<file path="src/rtl/seg_scan_ctrl.sv">
// seg_scan_ctrl: time-multiplexed 8-digit seven-segment scan controller.
// Each digit owns a slot of TICK_DIV clocks. The first BLANK_CYC clocks of
// every slot are a guard phase with all digits dark. After that, the digit's
// shadowed value is driven. All outputs are registered, so they lag the
// scan state by one clock.
// Optional feature macro: LEADING_ZERO_BLANK_EN (leading-zero suppression).
module seg_scan_ctrl #(
  parameter int TICK_DIV  = 100000,
  parameter int BLANK_CYC = 4
) (
  input  logic       clk,
  input  logic       rst_n,
  input  logic       en,
  input  logic       wr_en,
  input  logic [2:0] wr_addr,
  input  logic [4:0] wr_data,
  output logic [6:0] inv_leds,
  output logic [7:0] enb_leds,
  output logic       frame_done
);

  localparam int             CW        = $clog2(TICK_DIV);
  localparam logic [CW-1:0]  CNT_LAST  = CW'(TICK_DIV - 1);
  localparam logic [CW-1:0]  CNT_GUARD = CW'(BLANK_CYC);
  localparam logic [4:0]     ENTRY_BLANK = 5'b10000;

  typedef enum logic [1:0] {
    ST_IDLE  = 2'd0,
    ST_GUARD = 2'd1,
    ST_DRIVE = 2'd2
  } state_t;

  // Active-low {g,f,e,d,c,b,a} pattern for one hex digit.
  function automatic logic [6:0] hex7(input logic [3:0] v);
    logic [6:0] seg;
    case (v)
      4'h0:    seg = 7'h40;
      4'h1:    seg = 7'h79;
      4'h2:    seg = 7'h24;
      4'h3:    seg = 7'h30;
      4'h4:    seg = 7'h19;
      4'h5:    seg = 7'h12;
      4'h6:    seg = 7'h02;
      4'h7:    seg = 7'h78;
      4'h8:    seg = 7'h00;
      4'h9:    seg = 7'h10;
      4'hA:    seg = 7'h08;
      4'hB:    seg = 7'h03;
      4'hC:    seg = 7'h46;
      4'hD:    seg = 7'h21;
      4'hE:    seg = 7'h06;
      4'hF:    seg = 7'h0E;
      default: seg = 7'h7F;
    endcase
    return seg;
  endfunction

  logic [4:0]    digit_buf_r [8];
  logic [4:0]    shadow_r;
  logic [CW-1:0] div_cnt_r;
  logic [2:0]    slot_r;
  logic [6:0]    inv_leds_r;
  logic [7:0]    enb_leds_r;
  logic          frame_done_r;

  state_t        state_s;
  logic          wrap_s;
  logic          latch_s;
  logic          lz_blank_s;
  logic [6:0]    inv_nxt_s;
  logic [7:0]    enb_nxt_s;

  assign wrap_s  = en && (div_cnt_r == CNT_LAST);
  assign latch_s = en && (div_cnt_r == {CW{1'b0}});

`ifdef LEADING_ZERO_BLANK_EN
  logic [4:0] snap_r [8];
  logic [7:0] keep_s;
  logic       acc_s;

  // Snapshot of the whole buffer taken together with the shadow latch.
  always_ff @(posedge clk) begin
    if (!rst_n) begin
      for (int i = 0; i < 8; i++) snap_r[i] <= ENTRY_BLANK;
    end else if (latch_s) begin
      for (int i = 0; i < 8; i++) snap_r[i] <= digit_buf_r[i];
    end else begin
      for (int i = 0; i < 8; i++) snap_r[i] <= snap_r[i];
    end
  end

  // A digit is kept if it or any higher digit holds a visible non-zero value.
  always_comb begin
    acc_s  = 1'b0;
    keep_s = 8'h00;
    for (int i = 7; i >= 0; i--) begin
      acc_s     = acc_s | (~snap_r[i][4] & (snap_r[i][3:0] != 4'd0));
      keep_s[i] = acc_s;
    end
    keep_s[0] = 1'b1;
  end

  assign lz_blank_s = ~keep_s[slot_r];
`else
  assign lz_blank_s = 1'b0;
`endif

  // Digit buffer: direct write port, no backpressure.
  always_ff @(posedge clk) begin
    if (!rst_n) begin
      for (int i = 0; i < 8; i++) digit_buf_r[i] <= ENTRY_BLANK;
    end else if (wr_en) begin
      digit_buf_r[wr_addr] <= wr_data;
    end else begin
      for (int i = 0; i < 8; i++) digit_buf_r[i] <= digit_buf_r[i];
    end
  end

  // Scan state and next-output decode from the current counters.
  always_comb begin
    state_s   = ST_IDLE;
    enb_nxt_s = 8'hFF;
    inv_nxt_s = 7'h7F;
    if (!en) begin
      state_s = ST_IDLE;
    end else if (div_cnt_r < CNT_GUARD) begin
      state_s = ST_GUARD;
    end else begin
      state_s = ST_DRIVE;
    end
    case (state_s)
      ST_IDLE, ST_GUARD: begin
        enb_nxt_s = 8'hFF;
        inv_nxt_s = 7'h7F;
      end
      ST_DRIVE: begin
        if (shadow_r[4] || lz_blank_s) begin
          enb_nxt_s = 8'hFF;
          inv_nxt_s = 7'h7F;
        end else begin
          enb_nxt_s = ~(8'd1 << slot_r);
          inv_nxt_s = hex7(shadow_r[3:0]);
        end
      end
      default: begin
        enb_nxt_s = 8'hFF;
        inv_nxt_s = 7'h7F;
      end
    endcase
  end

  // Slot counters, shadow latch and registered outputs.
  always_ff @(posedge clk) begin
    if (!rst_n) begin
      div_cnt_r    <= {CW{1'b0}};
      slot_r       <= 3'd0;
      shadow_r     <= ENTRY_BLANK;
      enb_leds_r   <= 8'hFF;
      inv_leds_r   <= 7'h7F;
      frame_done_r <= 1'b0;
    end else begin
      enb_leds_r   <= enb_nxt_s;
      inv_leds_r   <= inv_nxt_s;
      frame_done_r <= wrap_s && (slot_r == 3'd7);
      if (latch_s) begin
        shadow_r <= digit_buf_r[slot_r];
      end else begin
        shadow_r <= shadow_r;
      end
      if (wrap_s) begin
        div_cnt_r <= {CW{1'b0}};
        slot_r    <= slot_r + 3'd1;
      end else if (en) begin
        div_cnt_r <= div_cnt_r + {{(CW-1){1'b0}}, 1'b1};
        slot_r    <= slot_r;
      end else begin
        div_cnt_r <= div_cnt_r;
        slot_r    <= slot_r;
      end
    end
  end

  assign inv_leds   = inv_leds_r;
  assign enb_leds   = enb_leds_r;
  assign frame_done = frame_done_r;

endmodule

</file>
<file path="config.mk">
export PLATFORM = sky130hd
export DESIGN_NAME = seg_scan_ctrl
export DESIGN_NICKNAME = d
export VERILOG_FILES = /design/src/rtl/seg_scan_ctrl.sv
export SDC_FILE = /design/constraint.sdc
export NUM_CORES = 1
export LEC_CHECK = 0
export CAP_MARGIN = 25
export CORE_ASPECT_RATIO = 0.7
export CORE_MARGIN = 2
export CORE_UTILIZATION = 41
export DETAILED_ROUTE_END_ITERATION = 16
export GPL_TIMING_DRIVEN = 0
export MAX_ROUTING_LAYER = met4
export PLACE_DENSITY = 0.68
export REMOVE_ABC_BUFFERS = 1
export SYNTH_ARGS = -nofsm -noshare
export SYNTH_HDL_FRONTEND = slang
export SYNTH_SLANG_ARGS = --single-unit
</file>
<file path="constraint.sdc">
create_clock -name clk -period 2.6 [get_ports clk]
set_input_delay 0.52 -clock clk [delete_from_list [all_inputs] [get_ports clk]]
set_output_delay 0.52 -clock clk [all_outputs]
set_load 0.03 [all_outputs]
</file>
==> qor_table.md, run 1 <==
| Metric | Reported |
| --- | --- |
| Proportion of netlist area held by the largest area contributor | 32.4% |
| Largest net degree at the start of global routing | 16 |
| Buffers from clock root to sink, at most | 2 |
| Leakage power | 1.52 nW |
| Placed inst area | 0.00407 mm² |
| Category of the critical setup timing path | in -> reg |
| Via count of the routed design | 2399 |
| Root cell of the clock tree | sky130_fd_sc_hd__clkbuf_16 |
| Critical path endpoint category | flip-flop |
| Top cells by area in the synthesized netlist | sky130_fd_sc_hd__edfxtp_1 (32%), sky130_fd_sc_hd__dfxtp_1 (22%), sky130_fd_sc_hd__mux4_2 (6.1%) |
| Sequential-to-total area share from yosys stat | 54.5% |
| Fraction of final layout cells with drive strength greater than 1 | 9.86% |
| CTS tree | yes |
| Post-synth top area cell | sky130_fd_sc_hd__edfxtp_1 |
| Cell-by-cell listing of the critical path | clkdlybuf4s50_1, and3_1, nand4_1, o21ai_2, nor2_1 |
| Transition time of the tightest slew-check pin | 840 ps |
| Slew Limit Fails | 0 |
| Final worst path period need | 2160 ps |
| Switching Share | 21.7% |
| Quantity of I/O buffers inserted on ports | 27 |
| Clock H-tree levels | 3 |
| Total I/O pin count | 28 |
| Clock net sink count | 81 |
| Most frequently used flop master after synthesis | sky130_fd_sc_hd__dfxtp_1 |
| ANT cells | 0 |
| Number of CTS-inserted buffers | 9 |
| Fraction of met2 tracks used by global routing | 22.9% |
| Longest individual stage delay on the worst path | 670 ps |
| Setup crit start kind | input pin |
| Fraction of met1 tracks used by global routing | 21.5% |
| Hold Crit Class | reg -> reg |
| Via-to-Cell Ratio | 5.05 |
| GRT Overall Usage | 15.9% |
| Synthesis Warnings | 0 |
| Synth Register Bits | 81 |
| Chip width | 118 µm |
| Fmax | 463 MHz |
| Skew final | 4.93 ps |
| Clock network power share | 41.8% |
| Crit-path max FO | 14 |
| Wirelength per Cell | 14.8 µm |
| Overall routed net length | 7010 µm |
| Combinational Power Share | 5.4% |
| Number of synthesized flops with an enable pin | 40 |
| Number of max-capacitance violations reported | 0 |
| Max IR drop VDD | 0.000393 V |
| Area of the mapped netlist | 0.00371 mm² |
| Count of standard-cell rows | 28 |
| GRT overflow | 0 |
| Count of TritonRoute iterations in the first routing pass | 4 |
| Starting density of the core | 43.0% |
| Fraction of registers with async set/reset | 0% |
| Pwr per Cell Area | 617 mW/mm² |
| Net switching power | 583 µW |
| Register share of total power | 52.8% |
| Number of routed nets with antenna violations | 0 |
| Final count of hold timing violations | 0 |
| Cell count after synthesis | 324 |
| Internal power | 2.10 mW |
| Fraction of met3 tracks used by global routing | 4.92% |
| Result of the run | finished clean |
| Number of remaining DRC errors | 0 |
| Antenna violations before repair | 0 |
| Sum of net half-perimeters after detailed placement | 5080 µm |
| RSZ-0062 raised after global routing | no |
| Final count of negative-setup-slack endpoints | 0 |
| Design Area, Final | 0.00435 mm² |
| Chip height | 83.6 µm |
| Rel. slew slack | 43.9% |
| Final period util | 83.0% |
| Total setup buffers inserted after CTS | 0 |
| CP required | 2790 ps |
| Worst endpoint data arrival time | 2350 ps |
| Per-instance average area after synthesis | 11.5 µm² |
| GRT busiest layer | met2 |
| Die area | 0.00984 mm² |
| Number of global-route vias before repair | 2340 |
| Wire length of the first global-routing pass | 11700 µm |
| Critical-path top delay cell | sky130_fd_sc_hd__clkdlybuf4s50_1 |
| Placeable core region | 0.00862 mm² |
| Number of violations reported at the end of detailed-routing iteration 0 | 174 |
| Layout fillers | 797 |
| Final estimated routing congestion in global placement | 0.829 |
| Post-layout power | 2.68 mW |
| Clock network latency to the later pin of the worst-skew pair | 330 ps |
| NumNets Final | 376 |
| Final-layout worst hold slack | 481 ps |
| Post-synth cell types | 43 |
| Clock input transition at the sequential cells of the worst setup and hold paths | 60 ps |
| Growth of design area from synthesis to finish | 17.3% |
## flip-flops by register name (all words and copies together), names as in the netlist
| name | cells |
|---|---|
| shadow_r | 5 |
| enb_leds | 8 |
| slot_r | 3 |
| frame_done | 1 |
| div_cnt_r | 17 |
| inv_leds | 7 |
| digit_buf_r | 40 |
## routing by layer
metal	vias up	share of wire, %
li1	1218	-
met1	1112	50
met2	64	43
met3	5	5.9
met4	0	1.0
met5	-	0
## power groups by stage
stage,registers (mW),clock network (mW),logic [mW]
2_1_floorplan,1.43,0,0.0876
3_3_place_gp,1.44,0,0.140
3_5_place_dp,1.44,0,0.145
4_1_cts,1.42,1.15,0.146
5_1_grt,1.42,1.20,0.162
6_report,1.42,1.12,0.144
## cell usage after synthesis (all sizes together) (2+ instances only)
| library cell | count |
|---|---|
| and4 | 2 |
| o21ai | 14 |
| inv | 13 |
| xnor2 | 11 |
| nand3 | 14 |
| nor2 | 30 |
| and2 | 35 |
| mux4 | 10 |
| mux2i | 6 |
| a21oi | 3 |
| nand2 | 15 |
| or3 | 7 |
| o211ai | 3 |
| buf | 5 |
| xor2 | 4 |
| nand2b | 8 |
| o22ai | 4 |
| o311ai | 4 |
| edfxtp | 40 |
| clkbuf | 7 |
| nor3 | 7 |
| and3 | 3 |
| dfxtp | 41 |
| ha | 14 |
| nand4 | 7 |
| nor4 | 9 |
## path summary, 6_finish.rpt
path         cells after the start         from  slack (ps)       endpoint
max                              5           en         440  div_cnt_r[12]
min                              1  shadow_r[4]         480    shadow_r[4]
max reg2reg                      4    slot_r[0]         690    shadow_r[4]
min reg2reg                      1  shadow_r[4]         480    shadow_r[4]
## layout by cell type (no fill, tap or decap), drive strengths merged
cell and count:
dfxtp 41, edfxtp 40, and2 35, nor2 30, clkdlybuf4s50 26, nand2 15, inv 15, nand3 14
ha 14, o21ai 14, xnor2 11, clkbuf 11, mux4 10, nor4 9, nand2b 8, nand4 7
or3 7, nor3 7, mux2i 6, o311ai 4, o22ai 4, xor2 4, o211ai 3, and3 3
a21oi 3, clkinv 2, and4 2, nand3b 1, and4b 1, a32oi 1, a21o 1, o22a 1
mux2 1, a31oi 1, a211oi 1, clkinvlp 1, dlymetal6s2s 1
## critical path, delay by kind of cell
family | cells | cell delay, ps
compound gates | 1 | 520
buf+inv | 1 | 670
simple gates | 3 | 630
## final cells by class
type,count,area (µm²),share of cell area [%]
inverter,13,48.8,1.12
clock buffer,11,235,5.41
multi-input combinational,218,1590,36.6
timing repair buffer,27,273,6.27
sequential,81,2020,46.5
tap,120,150,3.45
clock inverter,5,30.0,0.690
## cells by family (layout without fill, tap and decap cells)
group,count (synthesis),in the layout,share of synthesized area [%]
AO/OA/AOI/OAI,33,33,5.67
AND/OR/NAND/NOR,139,139,20.7
adder cells (fa/ha/maj),14,14,4.72
flip-flops,81,81,54.5
buffers and inverters,25,56,2.83
multiplexers,17,17,7.99
XOR/XNOR,15,15,3.54
## metrics by stage
stage,cells,utilization (%),setup WS (ps),setup TNS (ps)
after CTS,475,50.5,15.4,0
after detailed placement,459,47.3,-400,-11270
after floorplan,312,-,937,0
final,475,50.5,441,0
after global placement,459,47.3,-342,-9260
after global routing,475,50.5,272,0
## repair_timing
action / 4_1_cts / 5_1_grt
hold buffers: 0 / 0
setup endpoints to repair: 10 / 20
resized for setup: 2 / 5
cloned: 0 / 0
pin swaps: 0 / 0
Note: power is estimated with default switching activity, not from simulation.
==> run 2: changes to the inputs <==
- clock period: 2.6 -> 2.1 ns (I/O delays scaled with it)
==> qor_table.md, run 2 (synthesized netlist as in run 1, its figures left out) <==
| Metric | Reported |
| --- | --- |
| Setup crit start kind | input pin |
| Cell count after placement | 459 |
| GRT overflow | 0 |
| Clock input transition at the sequential cells of the worst setup and hold paths | 60 ps |
| Chip height | 83.6 µm |
| NumNets Final | 376 |
| Layout fillers | 799 |
| Leakage power | 1.52 nW |
| Family with the most delay on the worst path | buffers and inverters |
| Final count of negative-setup-slack endpoints | 0 |
| Fraction of final layout cells with drive strength greater than 1 | 10.1% |
| Clock network power share | 41.8% |
| Skew final | 4.66 ps |
| Antenna violations before repair | 0 |
| Number of violations reported at the end of detailed-routing iteration 0 | 174 |
| Final worst path period need | 1960 ps |
| Growth of design area from synthesis to finish | 17.3% |
| Internal power | 2.60 mW |
| Fmax | 510 MHz |
| Total I/O pin count | 28 |
| Buffers from clock root to sink, at most | 2 |
| Via count of the routed design | 2395 |
| RSZ-0062 raised after global routing | no |
| ANT cells | 0 |
| Total setup buffers inserted after CTS | 0 |
| Net switching power | 723 µW |
| Count of standard-cell rows | 28 |
| Rel. slew slack | 44.6% |
| Area taken by multi-input logic gates | 0.00160 mm² |
| Count of TritonRoute iterations in the first routing pass | 4 |
| Combinational Power Share | 5.4% |
| Max reg flops | 40 |
| Number of global-route vias before repair | 2340 |
| Slew Limit Fails | 0 |
| Crit-path max FO | 14 |
| Wirelength per Cell | 14.8 µm |
| Hold Crit Class | reg -> reg |
| Via-to-Cell Ratio | 5.04 |
| Sum of net half-perimeters after detailed placement | 5080 µm |
| Largest Register | digit_buf_r |
| Number of CTS-inserted buffers | 9 |
| Number of routed nets with antenna violations | 0 |
| Final estimated routing congestion in global placement | 0.829 |
| CTS tree | yes |
| Number of remaining DRC errors | 0 |
| Chip width | 118 µm |
| Clock network latency to the later pin of the worst-skew pair | 330 ps |
| Final std cells w/o fill | 475 |
| Root cell of the clock tree | sky130_fd_sc_hd__clkbuf_16 |
| Critical path endpoint category | flip-flop |
| Post-CTS Hold Fix Bufs | 0 |
| GRT Overall Usage | 15.9% |
| Pwr per Cell Area | 764 mW/mm² |
| Register share of total power | 52.8% |
| Worst endpoint data arrival time | 2170 ps |
| Final period util | 93.4% |
| Result of the run | finished clean |
| Final-layout worst hold slack | 482 ps |
| Longest individual stage delay on the worst path | 670 ps |
| Post-layout power | 3.32 mW |
| Cell-by-cell listing of the critical path | clkdlybuf4s50_1, and3_1, nand4_1, o21ai_4, nor2_1 |
| Highest-count cells in the layout ignoring fill and taps | sky130_fd_sc_hd__dfxtp_1 (41), sky130_fd_sc_hd__edfxtp_1 (40), sky130_fd_sc_hd__and2_1 (35), sky130_fd_sc_hd__nor2_1 (30), sky130_fd_sc_hd__clkdlybuf4s50_1 (26) |
| Number of max-capacitance violations reported | 0 |
| Category of the critical setup timing path | in -> reg |
| Most frequent standard cell in the layout excluding fill and tap cells | sky130_fd_sc_hd__dfxtp_1 |
| Clock net sink count | 81 |
| Footprint of the flip-flops and latches | 0.00202 mm² |
| Quantity of I/O buffers inserted on ports | 27 |
| Placeable core region | 0.00862 mm² |
| Critical-path top delay cell | sky130_fd_sc_hd__clkdlybuf4s50_1 |
| Clock H-tree levels | 3 |
| Buf+Inv Stages, Crit Path | 1 |
| Overall routed net length | 7030 µm |
| Starting density of the core | 43.0% |
| CP required | 2300 ps |
| Post-layout util | 50.5% |
| Max IR drop VDD | 0.000485 V |
| Post-placement setup slack | -800 ps |
| Final count of hold timing violations | 0 |
| Largest net degree at the start of global routing | 16 |
| Switching Share | 21.8% |
| Worst-case setup margin in the final layout | 138 ps |
| Die area | 0.00984 mm² |
| Wire length of the first global-routing pass | 11700 µm |
| Transition time of the tightest slew-check pin | 831 ps |
==> run 2: cell types whose count changed in the layout (fill, tap and decap cells not counted), sizes merged <==
cell / previous run / this run
clkbuf: 11 / 12
dlymetal6s2s: 1 / 0
==> run 2: final timing paths <==
check / start / end / slack, ps / cells past startpoint
worst max-delay path: en / div_cnt_r[12] / 140 / 5
worst min-delay path: shadow_r[4] / shadow_r[4] / 480 / 1
worst max register to register: slot_r[0] / shadow_r[4] / 190 / 4
worst min register to register: shadow_r[4] / shadow_r[4] / 480 / 1
==> run 2: what timing repair did <==
item                                    4_1_cts  5_1_grt
endpoints found under the setup margin       50       39
gates cloned                                  0        0
gates resized for setup                       8        2
==> run 2: power groups by stage <==
| stage | Sequential, mW | Combinational [mW] | Clock (mW) |
|---|---|---|---|
| final | 1.75 | 0.179 | 1.39 |
| after global routing | 1.76 | 0.201 | 1.49 |
| after global placement | 1.79 | 0.173 | 0 |
| after floorplan | 1.77 | 0.108 | 0 |
| after detailed placement | 1.79 | 0.179 | 0 |
| after CTS | 1.75 | 0.181 | 1.42 |
==> run 2: worst reg2reg max path: stages (launching register included) <==
cell and delay [ps]:
sky130_fd_sc_hd__dfxtp_1 860, sky130_fd_sc_hd__mux4_2 620, sky130_fd_sc_hd__nor2_1 120, sky130_fd_sc_hd__nor2_1 60
sky130_fd_sc_hd__o22a_1 140
==> run 2: metrics by stage <==
step,setup TNS [ps],instance area [µm²]
global route,0,4350
CTS,0,4350
detailed placement,-41570,4070
global placement,-38860,4070
finish,0,4350
floorplan,0,3650
==> run 2: area by class of cell <==
class / instances / share of cell area [%]
multi-input cells: 218 / 36.8
clock inverters: 5 / 0.690
clock buffers: 11 / 5.41
inverters: 13 / 1.12
flip-flops and latches: 81 / 46.5
well taps: 120 / 3.45
repair buffers: 27 / 6.10
==> run 2: metal layers <==
metal  global-route usage (%)  part of all wire (%)  vias up
li1                         -                     -     1217
met5                        -                     0        -
met2                     22.9                    43       64
met4                     4.93                   1.0        0
met1                     21.5                    50     1109
met3                     4.92                   6.0        5
